===== src/rtl/imm_encode.sv =====
// RV32I immediate packer: encodes imm into instr bits [31:7] over a 2-stage valid/ready pipeline.
// Optional error counter enabled by defining IMM_ENCODE_ERRCNT_EN.
module imm_encode (
    input  logic        clk,
    input  logic        reset,
    input  logic        in_valid,
    output logic        in_ready,
    input  logic [2:0]  imm_src,
    input  logic [31:0] imm,
    input  logic [24:0] base,
    output logic        out_valid,
    input  logic        out_ready,
    output logic [24:0] instr_hi,
    output logic        range_err,
    output logic        align_err,
    output logic        fmt_err,
    output logic [7:0]  err_count
);

    localparam int unsigned HI_W  = 25;
    localparam int unsigned CNT_W = 8;

    localparam logic [2:0] FMT_U = 3'b000;
    localparam logic [2:0] FMT_S = 3'b001;
    localparam logic [2:0] FMT_B = 3'b010;
    localparam logic [2:0] FMT_I = 3'b011;
    localparam logic [2:0] FMT_J = 3'b100;

    typedef struct packed {
        logic [HI_W-1:0] hi;
        logic            range_err;
        logic            align_err;
        logic            fmt_err;
    } enc_t;

    enc_t enc;
    enc_t s1;
    enc_t s2;
    logic s1_valid;
    logic s2_valid;
    logic s1_adv;
    logic accept;

    // Sign-extension checks: upper bits must all equal the format's sign bit
    logic [20:0] top11;
    logic [19:0] top12;
    logic [11:0] top20;
    logic        fits11;
    logic        fits12;
    logic        fits20;

    assign top11  = imm[31:11];
    assign top12  = imm[31:12];
    assign top20  = imm[31:20];
    assign fits11 = (&top11) | ~(|top11);
    assign fits12 = (&top12) | ~(|top12);
    assign fits20 = (&top20) | ~(|top20);

    // Encode from the low imm bits regardless of errors (truncation)
    always_comb begin
        enc.hi        = base;
        enc.range_err = 1'b0;
        enc.align_err = 1'b0;
        enc.fmt_err   = 1'b0;
        case (imm_src)
            FMT_U: begin
                enc.hi[24:5]  = imm[31:12];
                enc.range_err = |imm[11:0];
            end
            FMT_S: begin
                enc.hi[24:18] = imm[11:5];
                enc.hi[4:0]   = imm[4:0];
                enc.range_err = ~fits11;
            end
            FMT_B: begin
                enc.hi[24]    = imm[12];
                enc.hi[23:18] = imm[10:5];
                enc.hi[4:1]   = imm[4:1];
                enc.hi[0]     = imm[11];
                enc.range_err = ~fits12;
                enc.align_err = imm[0];
            end
            FMT_I: begin
                enc.hi[24:13] = imm[11:0];
                enc.range_err = ~fits11;
            end
            FMT_J: begin
                enc.hi[24]    = imm[20];
                enc.hi[23:14] = imm[10:1];
                enc.hi[13]    = imm[11];
                enc.hi[12:5]  = imm[19:12];
                enc.range_err = ~fits20;
                enc.align_err = imm[0];
            end
            default: enc.fmt_err = 1'b1;
        endcase
    end

    assign s1_adv   = ~s2_valid | out_ready;
    assign in_ready = ~s1_valid | s1_adv;
    assign accept   = in_valid & in_ready;

    // Two-entry pipeline; s2 holds while stalled downstream
    always_ff @(posedge clk) begin
        if (reset) begin
            s1_valid <= 1'b0;
            s2_valid <= 1'b0;
            s1       <= '0;
            s2       <= '0;
        end else begin
            if (s1_adv) begin
                s2_valid <= s1_valid;
                if (s1_valid) begin
                    s2 <= s1;
                end
            end
            if (accept) begin
                s1_valid <= 1'b1;
                s1       <= enc;
            end else if (s1_adv) begin
                s1_valid <= 1'b0;
            end
        end
    end

    assign out_valid = s2_valid;
    assign instr_hi  = s2.hi;
    assign range_err = s2.range_err;
    assign align_err = s2.align_err;
    assign fmt_err   = s2.fmt_err;

`ifdef IMM_ENCODE_ERRCNT_EN
    logic [CNT_W-1:0] cnt;

    // Saturating count of erroneous output handshakes
    always_ff @(posedge clk) begin
        if (reset) begin
            cnt <= '0;
        end else if (s2_valid && out_ready && (s2.range_err || s2.align_err || s2.fmt_err)
                     && (cnt != {CNT_W{1'b1}})) begin
            cnt <= cnt + CNT_W'(1);
        end
    end

    assign err_count = cnt;
`else
    assign err_count = CNT_W'(0);
`endif

endmodule


===== config.mk =====
export PLATFORM = sky130hd
export DESIGN_NAME = imm_encode
export DESIGN_NICKNAME = d
export VERILOG_FILES = /design/src/rtl/imm_encode.sv
export SDC_FILE = /design/constraint.sdc
export NUM_CORES = 1
export LEC_CHECK = 0
export ABC_AREA = 1
export CORE_MARGIN = 2
export CORE_UTILIZATION = 27
export DETAILED_ROUTE_END_ITERATION = 16
export MAX_ROUTING_LAYER = met4
export PLACE_DENSITY = 0.5
export SETUP_SLACK_MARGIN = 0.02
export SLEW_MARGIN = 20
export SYNTH_ARGS = -nofsm -noshare
export SYNTH_HDL_FRONTEND = slang
export SYNTH_SLANG_ARGS = --single-unit

===== constraint.sdc =====
create_clock -name clk -period 1.6 [get_ports clk]
set_input_delay 0.24 -clock clk [delete_from_list [all_inputs] [get_ports clk]]
set_output_delay 0.24 -clock clk [all_outputs]
set_load 0.01 [all_outputs]

==> results.md <==
- Status: finished, final reports clean
- Top Ports: about 100
- Buffers on Ports: between 90 and 100
- Drt pass-1 iters: 4
- Unique cell type count in the Yosys netlist: 34
- Die area: around 0.011 mm^2
- Worst R2R End: instr_hi[10]
- Period utilisation layout: between 90% and 100%
- Finish-stage setup viols: 0
- Hold Crit Depth: 2
- CP max stage delay: between 0.5 and 0.6 ns
- CTS Buffer Depth: 2
- Hold_buf cts: 0
- Max_cap viols: 0
- Reg-to-Reg Start: out_valid
- Syn_area_per_cell: a little under 7 um^2
- Ranking of synthesized cells by area: dfxtp_1 (41%), nor2_1 (12%), nand2_1 (9.9%)
- Critical-path top delay cell: clkdlybuf4s50_1
- Crit Path Class: flop to primary output
- Area growth, synth to finish: 52.0%
- FF-to-FF setup slack: between 0.4 and 0.5 ns
- Per-cell routed wire length: about 13 um
- Crit path cell chain: clkdlybuf4s50_1
- Cell taking the most area after synthesis: dfxtp_1
- Initial antenna violation count: 0
- Max Slew Vio Count: 0
- Nature of the critical path startpoint: flop
- Clock root buffer: clkbuf_8
- Crit path time final: 1.50 ns
- Chip Height: approximately 110 um
- Worst-path clk slew: 0.07 ns
- Vias in the first global route: 2,835
- VDD IR-drop max: between 0.0003 and 0.0004 V
- Seq/Total Area, Yosys: 40.7%
- DP Wirelength: 6.94 mm
- CP max FO: 3
- Proportion of layout cells with a drive suffix above 1: between 10% and 20%
- Num rows: 37
- Syn Std Cell Area: around 0.0029 mm^2
- Setup ws final: approximately 0.098 ns
- CTS tree: done
- First-pass GRT wire length: 14.1 mm
- Fin area: approximately 0.0043 mm^2
- Post-CTS Setup Repair Bufs: 0
- Final hold violation count: 0
- First-iteration detailed-routing DRC count: between 100 and 150
- Largest net degree at the start of global routing: 30
- Cell Pwr Density: 861 mW/mm^2
- Share of the synthesized area in the top cell type: just over 40%
- Fillers: 1,134
- Final antenna-violating net count: 0
- Antenna cells: 0
- Leakage power: 1.81 nW
- F_max: roughly 670 MHz
- CP top delay family: buffers and inverters
- Core area: 0.0103 mm^2
- Die width: 107 um
- Number of synthesized register bits: just under 60
- Clk sinks: between 50 and 60
- DRC: 0
- RSZ-0062 raised after global routing: false
- Worst path bufs/invs: 1
- CP Capture Type: primary output
- Placed Instance Area: 0.00415 mm^2
- Post-Syn Instances: 410
- Gpl congestion: around 0.84
- Via count: slightly below 3,000
- Nets: ~600
- Pre-CTS setup slack: -0.0803 ns
- Hold endpoint: instr_hi[0]
- Final Core Density: a little over two fifths
- R2R cell count: 6
- Grt ovf: 0
- WP data required: between 1 and 1.5 ns
- Worst Clk Skew: a little under 0.009 ns
- Initial core utilization: 27.8%
- Vias/cell: approximately 4.5
- HP Start: s1[3]
- CP arrival: 1.26 ns
- Worst min path class: flop to flop
- Drt total wl: a little under 9 mm
- H-Tree Depth: 3
- Total GRT Usage: between 15 and 20%
- Worst-skew pair later-pin latency: roughly 0.34 ns
- CTS Buf Count: 9
- Synth Warn #: 0
==> final cells by class <==
type | count | area [um^2] | area share [%]
sequential | 58 | 1160 | 26.8
clock inverter | 5 | 55.1 | 1.27
multi-input combinational | 302 | 1440 | 33.1
clock buffer | 10 | 138 | 3.17
inverter | 32 | 125 | 2.89
tap | 136 | 170 | 3.92
timing repair buffer | 126 | 1250 | 28.9
==> layout by cell type (no fill, tap or decap), types with 4 or more instances in the layout <==
cell	netlist	layout
nand3_1	13	13
buf_4	9	27
inv_2	6	6
a21oi_1	17	17
o211ai_1	4	4
nand2_1	75	75
clkbuf_8	0	10
a31oi_1	15	15
inv_1	24	24
clkdlybuf4s50_1	0	92
conb_1	1	8
o21ai_0	50	50
buf_12	0	6
nand2_2	4	4
nor2_1	94	94
dfxtp_1	58	58
==> metrics by stage <==
step	setup TNS [ns]	power, mW	hold slack, ns	std cells
CTS	0	3.77	0.464	669
finish	0	3.74	0.464	669
global route	0	3.94	0.491	669
floorplan	0	1.99	0.302	417
detailed placement	-0.622	2.44	0.457	654
global placement	-0.527	2.43	0.453	654
==> how the worst max path moves through the flow <==
stage | startpoint | end | slack [ns] | depth (start not counted)
2_1_floorplan | out_valid | instr_hi[5] | 0.41 | 8
3_3_place_gp | imm[23] | s1[2] | -0.07 | 10
3_5_place_dp | imm[22] | s1[2] | -0.08 | 8
4_1_cts | out_valid | out_valid | 0.08 | 1
5_1_grt | out_valid | out_valid | 0.04 | 1
6_report | out_valid | out_valid | 0.1 | 1
==> cell families (layout without fill, tap and decap cells) <==
family / count (synthesis) / after routing / synth area share, %
other cells: 1 / 8 / 0.131
flops: 58 / 58 / 40.7
simple gates: 197 / 197 / 29.1
compound gates: 97 / 97 / 20.1
buf+inv: 57 / 173 / 9.91
==> state kept, by name (all words and copies together), names as in the netlist <==
| register | count |
|---|---|
| align_err | 1 |
| range_err | 1 |
| s1 | 28 |
| fmt_err | 1 |
| s1_valid | 1 |
| out_valid | 1 |
| instr_hi | 25 |
==> cells in the mapped netlist <==
| cell | instances |
|---|---|
| a21oi_2 | 1 |
| nor2_1 | 94 |
| nand2_4 | 1 |
| buf_2 | 5 |
| nand3_2 | 3 |
| conb_1 | 1 |
| o221ai_1 | 1 |
| dfxtp_1 | 58 |
| o21ai_1 | 1 |
| buf_4 | 9 |
| a22oi_2 | 2 |
| o21ai_0 | 50 |
| nor3_2 | 1 |
| nand2_2 | 4 |
| o22ai_1 | 1 |
| nand3_1 | 13 |
| inv_4 | 2 |
| inv_2 | 6 |
| nor3_1 | 1 |
| a221oi_2 | 3 |
| clkbuf_2 | 1 |
| nand2_1 | 75 |
| o2111ai_1 | 1 |
| nor2_8 | 1 |
| o211ai_1 | 4 |
| clkbuf_1 | 7 |
| a22oi_1 | 1 |
| nor2_4 | 1 |
| inv_1 | 24 |
| a31oi_1 | 15 |
| or2_2 | 1 |
| nor2_2 | 2 |
| buf_6 | 3 |
| a21oi_1 | 17 |
==> layer usage <==
metal | global-route usage, % | vias to the layer above | part of all wire [%] | routed length, um
met2 | 25.4 | 63 | 47 | 4110
li1 | - | 1564 | - | -
met3 | 3.59 | 4 | 3.5 | 308
met1 | 21.3 | 1350 | 49 | 4240
met4 | 4.45 | 0 | 0.67 | 58
met5 | - | - | 0 | 0
==> power by group <==
part / internal (mW) / switching, mW / total, mW
clock network: 0.746 / 0.589 / 1.34
registers: 1.55 / 0.0558 / 1.61
logic: 0.418 / 0.373 / 0.792
==> what timing repair did <==
item,4_1_cts,5_1_grt
endpoints found under the setup margin,1,0
endpoints found under the hold margin,0,0
resized for setup,1,0
Note: power is estimated with default switching activity, not from simulation.
